## src/rtl/cardinal_nic_fifo.sv

```systemverilog
`default_nettype none
// ============================================================================
// cardinal_nic_fifo : CPU <-> router NIC with one IN and one OUT circular FIFO
// Rev 1.0
// ============================================================================
module cardinal_nic_fifo #(
   parameter int DATA_W = 64,
   parameter int DEPTH  = 4,
   parameter int POL_EN = 1
) (
   input  logic              clk,
   input  logic              reset,
   input  logic [0:1]        addr_nic,
   input  logic [0:DATA_W-1] d_in,
   output logic [0:DATA_W-1] d_out,
   input  logic              nicEn,
   input  logic              nicWrEn,
   input  logic              net_si,
   output logic              net_ri,
   input  logic [0:DATA_W-1] net_di,
   output logic              net_so,
   input  logic              net_ro,
   output logic [0:DATA_W-1] net_do,
   input  logic              net_polarity
);

   localparam int PTR_W = $clog2(DEPTH);
   localparam int CNT_W = PTR_W + 1;

   localparam logic [1:0] ADDR_IN_DATA  = 2'd0;
   localparam logic [1:0] ADDR_IN_STAT  = 2'd1;
   localparam logic [1:0] ADDR_OUT_DATA = 2'd2;
   localparam logic [1:0] ADDR_OUT_STAT = 2'd3;

   localparam logic [CNT_W-1:0] CNT_FULL = CNT_W'(DEPTH);
   localparam logic [CNT_W-1:0] CNT_ONE  = CNT_W'(1);
   localparam logic [PTR_W-1:0] PTR_ONE  = PTR_W'(1);

   // Storage carries no reset; pointers and counts alone define validity.
   logic [0:DATA_W-1] in_mem_q  [DEPTH];
   logic [0:DATA_W-1] out_mem_q [DEPTH];

   logic [PTR_W-1:0] in_rd_q,  in_rd_d,  in_wr_q,  in_wr_d;
   logic [PTR_W-1:0] out_rd_q, out_rd_d, out_wr_q, out_wr_d;
   logic [CNT_W-1:0] in_cnt_q, in_cnt_d, out_cnt_q, out_cnt_d;
   logic             ovf_q, ovf_d;
   logic             rdy_q, rdy_d;

   logic             cpu_rd, cpu_wr;
   logic             in_nonempty, out_nonempty, out_full;
   logic             in_push, in_pop, out_push, out_pop;
   logic             out_wr_req, ovf_drop, out_stat_rd;
   logic [0:DATA_W-1] in_head;

   // Outputs depend only on registered state (plus read-side CPU selects).
   always_comb begin
      cpu_rd       = nicEn && !nicWrEn;
      cpu_wr       = nicEn && nicWrEn;
      in_nonempty  = (in_cnt_q != '0);
      out_nonempty = (out_cnt_q != '0);
      out_full     = (out_cnt_q == CNT_FULL);

      in_head = '0;
      if (in_nonempty) begin
         in_head = in_mem_q[in_rd_q];
      end

      net_do = '0;
      if (out_nonempty) begin
         net_do = out_mem_q[out_rd_q];
      end

      // rdy_q holds net_ri low through reset and until the first clean edge.
      net_ri = rdy_q && (in_cnt_q != CNT_FULL);
      net_so = out_nonempty && ((POL_EN == 0) || (net_do[0] == net_polarity));

      d_out = '0;
      if (cpu_rd) begin
         case (addr_nic)
            ADDR_IN_DATA:  d_out = in_head;
            ADDR_IN_STAT:  d_out = DATA_W'({1'b0, in_cnt_q, in_nonempty});
            ADDR_OUT_STAT: d_out = DATA_W'({ovf_q, out_cnt_q, out_full});
            default:       d_out = '0;
         endcase
      end
   end

   always_comb begin
      in_push     = net_si && net_ri;
      in_pop      = cpu_rd && (addr_nic == ADDR_IN_DATA) && in_nonempty;
      out_pop     = net_so && net_ro;
      out_wr_req  = cpu_wr && (addr_nic == ADDR_OUT_DATA);
      // A full OUT still accepts a write when the router drains it on the same edge.
      out_push    = out_wr_req && (!out_full || out_pop);
      ovf_drop    = out_wr_req && !out_push;
      out_stat_rd = cpu_rd && (addr_nic == ADDR_OUT_STAT);

      in_rd_d   = in_pop   ? in_rd_q  + PTR_ONE : in_rd_q;
      in_wr_d   = in_push  ? in_wr_q  + PTR_ONE : in_wr_q;
      out_rd_d  = out_pop  ? out_rd_q + PTR_ONE : out_rd_q;
      out_wr_d  = out_push ? out_wr_q + PTR_ONE : out_wr_q;

      in_cnt_d = in_cnt_q;
      if (in_push && !in_pop) begin
         in_cnt_d = in_cnt_q + CNT_ONE;
      end else if (!in_push && in_pop) begin
         in_cnt_d = in_cnt_q - CNT_ONE;
      end

      out_cnt_d = out_cnt_q;
      if (out_push && !out_pop) begin
         out_cnt_d = out_cnt_q + CNT_ONE;
      end else if (!out_push && out_pop) begin
         out_cnt_d = out_cnt_q - CNT_ONE;
      end

      // Sticky overflow: a drop on the same edge as a status read wins.
      ovf_d = ovf_q;
      if (ovf_drop) begin
         ovf_d = 1'b1;
      end else if (out_stat_rd) begin
         ovf_d = 1'b0;
      end

      rdy_d = 1'b1;
   end

   always_ff @(posedge clk or negedge reset) begin
      if (!reset) begin
         in_rd_q   <= '0;
         in_wr_q   <= '0;
         out_rd_q  <= '0;
         out_wr_q  <= '0;
         in_cnt_q  <= '0;
         out_cnt_q <= '0;
         ovf_q     <= 1'b0;
         rdy_q     <= 1'b0;
      end else begin
         in_rd_q   <= in_rd_d;
         in_wr_q   <= in_wr_d;
         out_rd_q  <= out_rd_d;
         out_wr_q  <= out_wr_d;
         in_cnt_q  <= in_cnt_d;
         out_cnt_q <= out_cnt_d;
         ovf_q     <= ovf_d;
         rdy_q     <= rdy_d;
      end
   end

   always_ff @(posedge clk) begin
      if (in_push) begin
         in_mem_q[in_wr_q] <= net_di;
      end
      if (out_push) begin
         out_mem_q[out_wr_q] <= d_in;
      end
   end

endmodule
`default_nettype wire

```

## config.mk

```make
export PLATFORM = sky130hd
export DESIGN_NAME = cardinal_nic_fifo
export DESIGN_NICKNAME = d
export VERILOG_FILES = /design/src/rtl/cardinal_nic_fifo.sv
export SDC_FILE = /design/constraint.sdc
export NUM_CORES = 1
export LEC_CHECK = 0
export CORE_MARGIN = 3
export CORE_UTILIZATION = 32
export DETAILED_ROUTE_END_ITERATION = 10
export GPL_ROUTABILITY_DRIVEN = 0
export PLACE_DENSITY = 0.49
export SLEW_MARGIN = 20
export SYNTH_ARGS = -nofsm -noshare
export SYNTH_HDL_FRONTEND = slang
export SYNTH_SLANG_ARGS = --single-unit
```

## constraint.sdc

```tcl
create_clock -name clk -period 4.33 [get_ports clk]
set_input_delay 0.866 -clock clk [delete_from_list [all_inputs] [get_ports clk]]
set_output_delay 0.866 -clock clk [all_outputs]
set_load 0.01 [all_outputs]
```

==> results of run 1 <==
[sequential cells by signal, indices dropped and copies added, names as in the netlist]
register   flops
in_rd_q        2
in_wr_q        2
out_mem_q    256
out_rd_q       2
in_mem_q     256
out_cnt_q      3
in_cnt_q       3
rdy_q          1
ovf_q          1
out_wr_q       2
[per-stage QoR]
stage	total power [mW]	util, %
after floorplan	8.88	-
after global placement	10.9	39.0
after detailed placement	10.9	39.0
after CTS	15.6	41.8
after global routing	16.0	41.8
final	15.2	41.8
[final timing paths]
path                                         start                        to
min                              ovf_q$_DFFE_PN0P_         ovf_q$_DFFE_PN0P_
max                         in_rd_q[0]$_DFFE_PN0P_                 d_out[49]
max in group asynchronous                    reset   out_rd_q[0]$_DFFE_PN0P_
min reg2reg                      ovf_q$_DFFE_PN0P_         ovf_q$_DFFE_PN0P_
min in group asynchronous                    reset         ovf_q$_DFFE_PN0P_
max reg2reg                out_rd_q[1]$_DFFE_PN0P_  out_cnt_q[2]$_DFFE_PN0P_
[final cells by class]
| type | count | area (um^2) |
|---|---|---|
| Fill cell | 5529 | 36200 |
| Sequential cell | 528 | 15800 |
| Multi-Input combinational cell | 335 | 4380 |
| Timing Repair Buffer | 294 | 3060 |
| Clock buffer | 76 | 1540 |
| Tap cell | 837 | 1050 |
| Clock inverter | 27 | 208 |
| Inverter | 6 | 22.5 |
| Antenna cell | 5 | 12.5 |
[power by group through the flow]
stage / Combinational (mW) / Sequential [mW] / Clock [mW]
2_1_floorplan: 2.63 / 6.25 / 0
3_3_place_gp: 4.35 / 6.56 / 0
3_5_place_dp: 4.33 / 6.58 / 0
4_1_cts: 4.35 / 6.47 / 4.73
5_1_grt: 4.55 / 6.52 / 4.95
6_report: 4.21 / 6.44 / 4.57
[cell usage in the layout, fill, tap and decap left out, types with 2 or more instances in the layout]
master / n
dfrtp_1: 12
mux2i_1: 3
clkinv_1: 15
mux4_2: 127
inv_6: 3
nor3_1: 2
dfrtp_4: 3
buf_12: 15
clkdlybuf4s50_1: 266
a22oi_1: 3
nor2_1: 9
and2_4: 4
fa_1: 2
nand2_1: 3
clkinv_2: 4
inv_1: 6
and3_4: 4
xor2_1: 5
nor4bb_1: 2
and2_1: 65
clkinvlp_4: 2
and3_1: 59
diode_2: 5
nand3_1: 4
bufinv_16: 3
ha_1: 10
clkbuf_1: 17
buf_4: 13
edfxtp_1: 512
mux2_2: 7
clkbuf_16: 59
xnor2_1: 8
[metal layers]
layer	up-vias	track usage [%]	wire, um
met5	-	0	75
li1	4399	-	-
met1	5110	18.1	19600
met4	10	3.63	838
met2	270	22.3	21700
met3	67	3.93	3330
[worst reg2reg max path: stages (launching register included)]
cell and delay (ns):
dfrtp_4 0.78, mux2i_1 0.35, nor4bb_1 0.63, o41a_4 0.28, ha_1 0.20, inv_1 0.06
fa_1 0.38, xor2_1 0.17, nor2_1 0.11, xor2_1 0.14
[cell families (layout without fill, tap and decap cells)]
group / Yosys count / after routing / synth area share [%]
XOR/XNOR: 13 / 13 / 0.560
AND/OR/NAND/NOR: 161 / 161 / 4.83
flip-flops: 528 / 528 / 77.5
AO/OA/AOI/OAI: 10 / 10 / 0.430
buffers and inverters: 57 / 403 / 1.16
multiplexers: 138 / 138 / 14.7
other: 1 / 6 / 0.0184
adder cells (fa/ha/maj): 12 / 12 / 0.812
==> impl_metrics.ini, run 1 <==
[status]
status = complete, no violations

[sta]
hold_viol = 0
tns_ns = 0
hold_ws_ns = 0.524
slew_viol_final = 0
fin_ws_ns = 0.424
maxSlewHeadroom_pct = 44.3
finClkSkew_ns = 0.0117
fin_crit_sh_pct = 90.2
setup_viol = 0
rsz0062_at_grt = false
tightest_slew_ns = 0.828
min_period_ns = 3.91
clock.fmax_mhz = 256

[global_routing]
gr-usage-all-layers_pct = 13.7
grt_pass1_wl_um = 68900
antenna_found_initial = 6
grt_max_degree = 68
grt.overflow.total = 0
grt_pass1_vias = 10800

[setup_path]
slowest_delay_ns = 0.79
reg2reg_slack_ns = 1.16
crit_slowest_cell = dfrtp_4
cp.required_ns = 3.46
worst-setup-path-type = reg -> out
arrival_ns = 3.04
cp.depth = 4
path_delay_family = buffers and inverters
cp_max_fo = 25
cp_cell_sequence = buf_4 -> mux4_2 -> and3_1 -> clkdlybuf4s50_1
crit_path_end_kind = output port
rr_worst_depth = 9
crit_buf_inv = 2
start_kind = flip-flop

[layout]
area_delta_synth_final_pct = 28.1
final_cells = 2108
final_nets = 1371
stdcell_area_um2 = 26100
drive_above_1_share_pct = 19.7

[yosys]
syn_area_um2 = 20300
synth_nets = 1069
yosysSeqAreaShare_pct = 77.5
ys_top_cells_by_count = edfxtp_1 (512), mux4_2 (127), and2_1 (69)
synth_warnings = 0
synth_top_area_cell = edfxtp_1
synth_edf_count = 512
synth_area_leaders = edfxtp_1 (76%), mux4_2 (14%), and2_1 (2.1%)
synth-main-ff-cell = edfxtp_1
synthCells = 920
synthArstFlopShare_pct = 3.03
netlist-cell-type-count = 37
yosysMostFrequentCell = edfxtp_1
ys_ff_latch = 528
yosysTopAreaCellShare_pct = 75.6
synth_area_per_cell_um2 = 22.1

[die]
start_util_pct = 32.7
dieWidth_um = 258
die_height_um = 258
dieArea_um2 = 66600
core.rowCount = 91
core_um2 = 62300
io_pins = 267

[pwr]
ir_drop_mv = 0.276
switching_power_mw = 4.13
combPwrFrac_pct = 27.7
power.density_cell_area_nw_per_um2 = 584
pwr-share-clk_pct = 30.0
cellLeakagePower_nw = 8.48
swShare_pct = 27.1
seq_power_share_pct = 42.3
p_int_mw = 11.1

[run]
cap_violations = 0

[routing]
drt_iter0_drc = 622
viasPerCell = 4.68
drt_pass1_iterations = 7
drc = 0
wire_per_inst_um = 21.6
ant_nets = 0
dr_total_vias = 9856
wl_um = 45500

[clocking]
cts_made_buffers = 57
cts_resized = 0
clk_path_buf_depth = 3
post_cts_buffers = 0
cts.clk_slew.worst_paths_ns = 0.06
root_buffer = clkbuf_16
cts_htree_levels = 2
clock_latency_ns = 0.59
cts_tree = yes
hold_buffers = 0
clock_sinks = 528

[min_path]
holdCritPathClass = reg -> reg
hold_depth = 1

[placement]
dp_cells = 2000
post-place-ws_ns = 0.519
place.detailed.hpwl_um = 27000
dpl-instance-area_um2 = 24300
portBuffers = 266
Note: power is estimated with default switching activity, not from simulation.
==> inputs of run 2 (changes only) <==
RECOVER_POWER = 50   (was unset)
==> run 2 against run 1 <==
Compared with the run above:
- the run now ends with capacitance limit, slew limit left
- sequential cell count stayed put
- clock skew is 0.0018 ns higher
- clock power about the same
- combinational power down 1%
- largest power group unchanged
- sequential share of layout area is 0.11 points higher
- highest routed layer unchanged
- sequential power about the same
- fmax shrank 0.92%
==> impl_metrics.ini, run 2 (same netlist as run 1, synthesis figures left out) <==
[pwr]
seq_power_share_pct = 42.5
switching_power_mw = 4.13
pwr-share-clk_pct = 30.1
cellLeakagePower_nw = 8.51
combPwrFrac_pct = 27.4
total_power_mw = 15.2
swShare_pct = 27.2
p_int_mw = 11.1
ir_drop_mv = 0.277
power.density_cell_area_nw_per_um2 = 584

[sta]
tightest_slew_ns = 2.07
finClkSkew_ns = 0.0135
setup_viol = 0
maxSlewHeadroom_pct = -37.7
slew_viol_final = 195
fin_ws_ns = 0.387
hold_viol = 0
min_period_ns = 3.94
rsz0062_at_grt = false
clock.fmax_mhz = 254
fin_crit_sh_pct = 91.1
tns_ns = 0
hold_ws_ns = 0.530

[setup_path]
cp_cell_sequence = dlygate4sd3_1 -> nor3_1 -> buf_4 -> a22oi_1 -> nor2_1 -> clkdlybuf4s50_1
path_delay_family = buffers and inverters
crit_path_end_kind = output port
start_kind = input port
cp_max_fo = 45
slowest_delay_ns = 0.67
crit_slowest_cell = dlygate4sd3_1
worst-setup-path-type = in -> out
arrival_ns = 3.08
crit_buf_inv = 3
cp.required_ns = 3.46

[routing]
drc = 0
ant_nets = 0
wl_um = 45300
viasPerCell = 4.70
wl_met1_um = 19500
drt_iter0_drc = 601
drt_pass1_iterations = 5
wire_per_inst_um = 21.4
dr_total_vias = 9924
top_layer_used = met5
met3_wirelength_um = 3260
dr_wl_met2_um = 21600

[clocking]
cts_made_buffers = 57
clk_path_buf_depth = 3
cts_tree = yes
cts.clk_slew.worst_paths_ns = 0.06
cts_resized = 0
post_cts_buffers = 0
hold_buffers = 0
root_buffer = clkbuf_16
cts_htree_levels = 2
clock_latency_ns = 0.59
clock_sinks = 528

[die]
die_height_um = 258
start_util_pct = 32.7
core.rowCount = 91
dieArea_um2 = 66600
dieWidth_um = 258
io_pins = 267
core_um2 = 62300

[global_routing]
grt_pass1_wl_um = 68900
grt.overflow.total = 0
grt_pass1_vias = 10800
antenna_found_initial = 19
grt_max_degree = 68
gr-usage-all-layers_pct = 13.7

[layout]
area_delta_synth_final_pct = 27.8
n_fill_cell = 5535
top_regs = in_mem_q (256), out_mem_q (256)
final_util_pct = 41.8
drive_above_1_share_pct = 19.7
final_nets = 1371
final_common_cell = edfxtp_1
layout_common_cells = edfxtp_1 (512), clkdlybuf4s50_1 (136), dlygate4sd3_1 (130)

[placement]
post-place-ws_ns = 0.519
place.detailed.hpwl_um = 27000
portBuffers = 266

[run]
cap_violations = 3

[min_path]
holdCritPathClass = reg -> reg

[status]
failed_checks = capacitance limit, slew limit
status = finished, violations left
==> run 2: layer usage <==
| metal | vias to the layer above | GRT usage [%] |
|---|---|---|
| met5 | - | 0 |
| met4 | 18 | 3.63 |
| met3 | 75 | 3.93 |
| met2 | 293 | 22.3 |
| met1 | 5131 | 18.1 |
| li1 | 4407 | - |
==> run 2: worst paths after layout <==
kind,start,end,slack (ns),cells after the start
max,addr_nic[0],d_out[60],0.39,6
min,ovf_q$_DFFE_PN0P_,ovf_q$_DFFE_PN0P_,0.53,1
max reg2reg,in_cnt_q[0]$_DFFE_PN0P_,in_mem_q[2][27]$_DFFE_PP_,0.99,4
min reg2reg,ovf_q$_DFFE_PN0P_,ovf_q$_DFFE_PN0P_,0.53,1
max in group asynchronous,reset,out_rd_q[0]$_DFFE_PN0P_,2.89,1
min in group asynchronous,reset,ovf_q$_DFFE_PN0P_,0.82,1
==> run 2: power by group through the flow <==
| stage | registers, mW | clock network (mW) | logic, mW |
|---|---|---|---|
| floorplan | 6.25 | 0 | 2.63 |
| global placement | 6.56 | 0 | 4.35 |
| detailed placement | 6.58 | 0 | 4.33 |
| CTS | 6.47 | 4.73 | 4.35 |
| global route | 6.53 | 4.95 | 4.51 |
| finish | 6.46 | 4.57 | 4.17 |
==> run 2: layout make-up <==
| type | instances | area [um^2] | share of cell area, % |
|---|---|---|---|
| tap | 837 | 1050 | 4.03 |
| sequential | 528 | 15800 | 60.7 |
| antenna | 9 | 22.5 | 0.0866 |
| inverter | 6 | 22.5 | 0.0866 |
| clock buffer | 76 | 1540 | 5.92 |
| timing repair buffer | 294 | 3020 | 11.6 |
| clock inverter | 27 | 208 | 0.798 |
| multi-input combinational | 335 | 4370 | 16.8 |
==> run 2: worst reg2reg max path, stage by stage, from the launching register on <==
cell      delay, ns
dfrtp_1        0.49
nor2_1         0.08
a21boi_0       0.56
and3_2         0.27
clkbuf_2       1.47
==> run 2: metrics by stage <==
| step | cells | cell area, um^2 |
|---|---|---|
| CTS | 2103 | 26000 |
| global placement | 2000 | 24300 |
| detailed placement | 2000 | 24300 |
| global route | 2106 | 26000 |
| floorplan | 920 | 20300 |
| finish | 2112 | 26000 |
==> inputs of run 3 (changes only) <==
MAX_ROUTING_LAYER = met4   (was unset)
==> run 3 against run 2 <==
Compared with the run above:
- the flow still finishes with violations (capacitance limit, slew limit)
- combinational power barely moved
- register-to-register slack improved by 0.02 ns
- critical path type unchanged
- sequential share of layout area barely moved
- clock power barely moved
- via count fell by 0.24%
- power barely moved
- cell count rose by 0.33%
- hold slack got worse by 0.0067 ns
- die area did not move
- global-route usage rose by 0.40 points
- routed wire length fell by 0.12%
- utilization barely moved
==> impl_metrics.ini, run 3 (same netlist as run 1, synthesis figures left out) <==
[pwr]
power.density_cell_area_nw_per_um2 = 584
ir_drop_mv = 0.278
cellLeakagePower_nw = 8.51
total_power_mw = 15.2

[clocking]
clock_sinks = 528
root_buffer = clkbuf_16
cts_htree_levels = 2
cts_resized = 0
post_cts_buffers = 0
clock_latency_ns = 0.59
clk_path_buf_depth = 3
cts_tree = yes
hold_buffers = 0
cts.clk_slew.worst_paths_ns = 0.06
cts_made_buffers = 57

[setup_path]
reg2reg_slack_ns = 1.01
cp_max_fo = 45
rr_worst_depth = 4
start_kind = input port
worst-setup-path-type = in -> out
cp.required_ns = 3.46
arrival_ns = 3.09
crit_path_end_kind = output port

[global_routing]
grt.overflow.total = 0
grt_pass1_wl_um = 68800
grt_pass1_vias = 10800
grt_max_degree = 68
gr-usage-all-layers_pct = 14.1
antenna_found_initial = 19

[die]
die_height_um = 258
start_util_pct = 32.7
core.rowCount = 91
io_pins = 267
dieWidth_um = 258
core_um2 = 62300
dieArea_um2 = 66600

[run]
cap_violations = 3

[placement]
dp_cells = 2000
place.detailed.hpwl_um = 27000
post-place-ws_ns = 0.519
portBuffers = 266

[layout]
top_regs = in_mem_q (256), out_mem_q (256)
drive_above_1_share_pct = 19.7
final_cells = 2119
n_fill_cell = 5529
area_delta_synth_final_pct = 27.9
final_nets = 1371
final_common_cell = edfxtp_1
layout_common_cells = edfxtp_1 (512), clkdlybuf4s50_1 (136), dlygate4sd3_1 (130)

[sta]
finClkSkew_ns = 0.0135
rsz0062_at_grt = false
setup_viol = 0
clock.fmax_mhz = 252
min_period_ns = 3.96
slew_viol_final = 195
tightest_slew_ns = 2.05
fin_ws_ns = 0.369
tns_ns = 0
fin_crit_sh_pct = 91.5
hold_viol = 0
maxSlewHeadroom_pct = -36.6

[routing]
ant_nets = 0
drc = 0
drt_iter0_drc = 610
wire_per_inst_um = 21.3
wl_um = 45200
drt_pass1_iterations = 4
dr_total_vias = 9900
viasPerCell = 4.67

[min_path]
holdCritPathClass = reg -> reg
hold_depth = 1

[status]
status = finished, violations left
failed_checks = capacitance limit, slew limit
run 3: changes by cell type in the layout (fill, tap and decap cells not counted):
cell,previous run,this run
diode_2,9,16
run 3: worst paths after layout:
check	start	endpoint
worst max-delay path	addr_nic[0]	d_out[60]
worst min-delay path	ovf_q$_DFFE_PN0P_	ovf_q$_DFFE_PN0P_
worst max register to register	in_cnt_q[0]$_DFFE_PN0P_	in_mem_q[2][27]$_DFFE_PP_
worst min register to register	ovf_q$_DFFE_PN0P_	ovf_q$_DFFE_PN0P_
max in group asynchronous	reset	out_rd_q[0]$_DFFE_PN0P_
min in group asynchronous	reset	ovf_q$_DFFE_PN0P_
run 3: area by class of cell:
type	instances	area (um^2)	share of cell area, %
Antenna cell	16	40.0	0.154
Clock inverter	27	208	0.798
Inverter	6	22.5	0.0865
Multi-Input combinational cell	335	4370	16.8
Sequential cell	528	15800	60.7
Timing Repair Buffer	294	3020	11.6
Tap cell	837	1050	4.02
Clock buffer	76	1540	5.92
run 3: per-layer routing:
| metal | track usage (%) | wire [um] | vias up |
|---|---|---|---|
| li1 | - | - | 4420 |
| met3 | 3.77 | 2870 | 65 |
| met2 | 22.2 | 21600 | 284 |
| met5 | - | 0 | - |
| met4 | 3.63 | 822 | 0 |
| met1 | 18.3 | 19900 | 5131 |
run 3: worst max-delay path, cell delays in order:
cell and delay, ns:
dlygate4sd3_1 0.67, nor3_1 0.29, buf_4 0.40, a22oi_1 0.15
nor2_1 0.15, clkdlybuf4s50_1 0.56
run 3: metrics by stage:
step,hold WS (ns),utilization (%),area [um^2]
4_1_cts,0.518,41.8,26000
3_3_place_gp,0.501,39.0,24300
2_1_floorplan,0.466,-,20300
3_5_place_dp,0.498,39.0,24300
6_report,0.523,41.8,26000
5_1_grt,0.528,41.8,26000
run 3: power by group:
| part | switching, mW | internal [mW] | leakage (nW) | total (mW) |
|---|---|---|---|---|
| Combinational | 1.81 | 2.36 | 2.85 | 4.17 |
| Clock | 1.90 | 2.66 | 0.843 | 4.56 |
| Sequential | 0.409 | 6.05 | 4.81 | 6.46 |
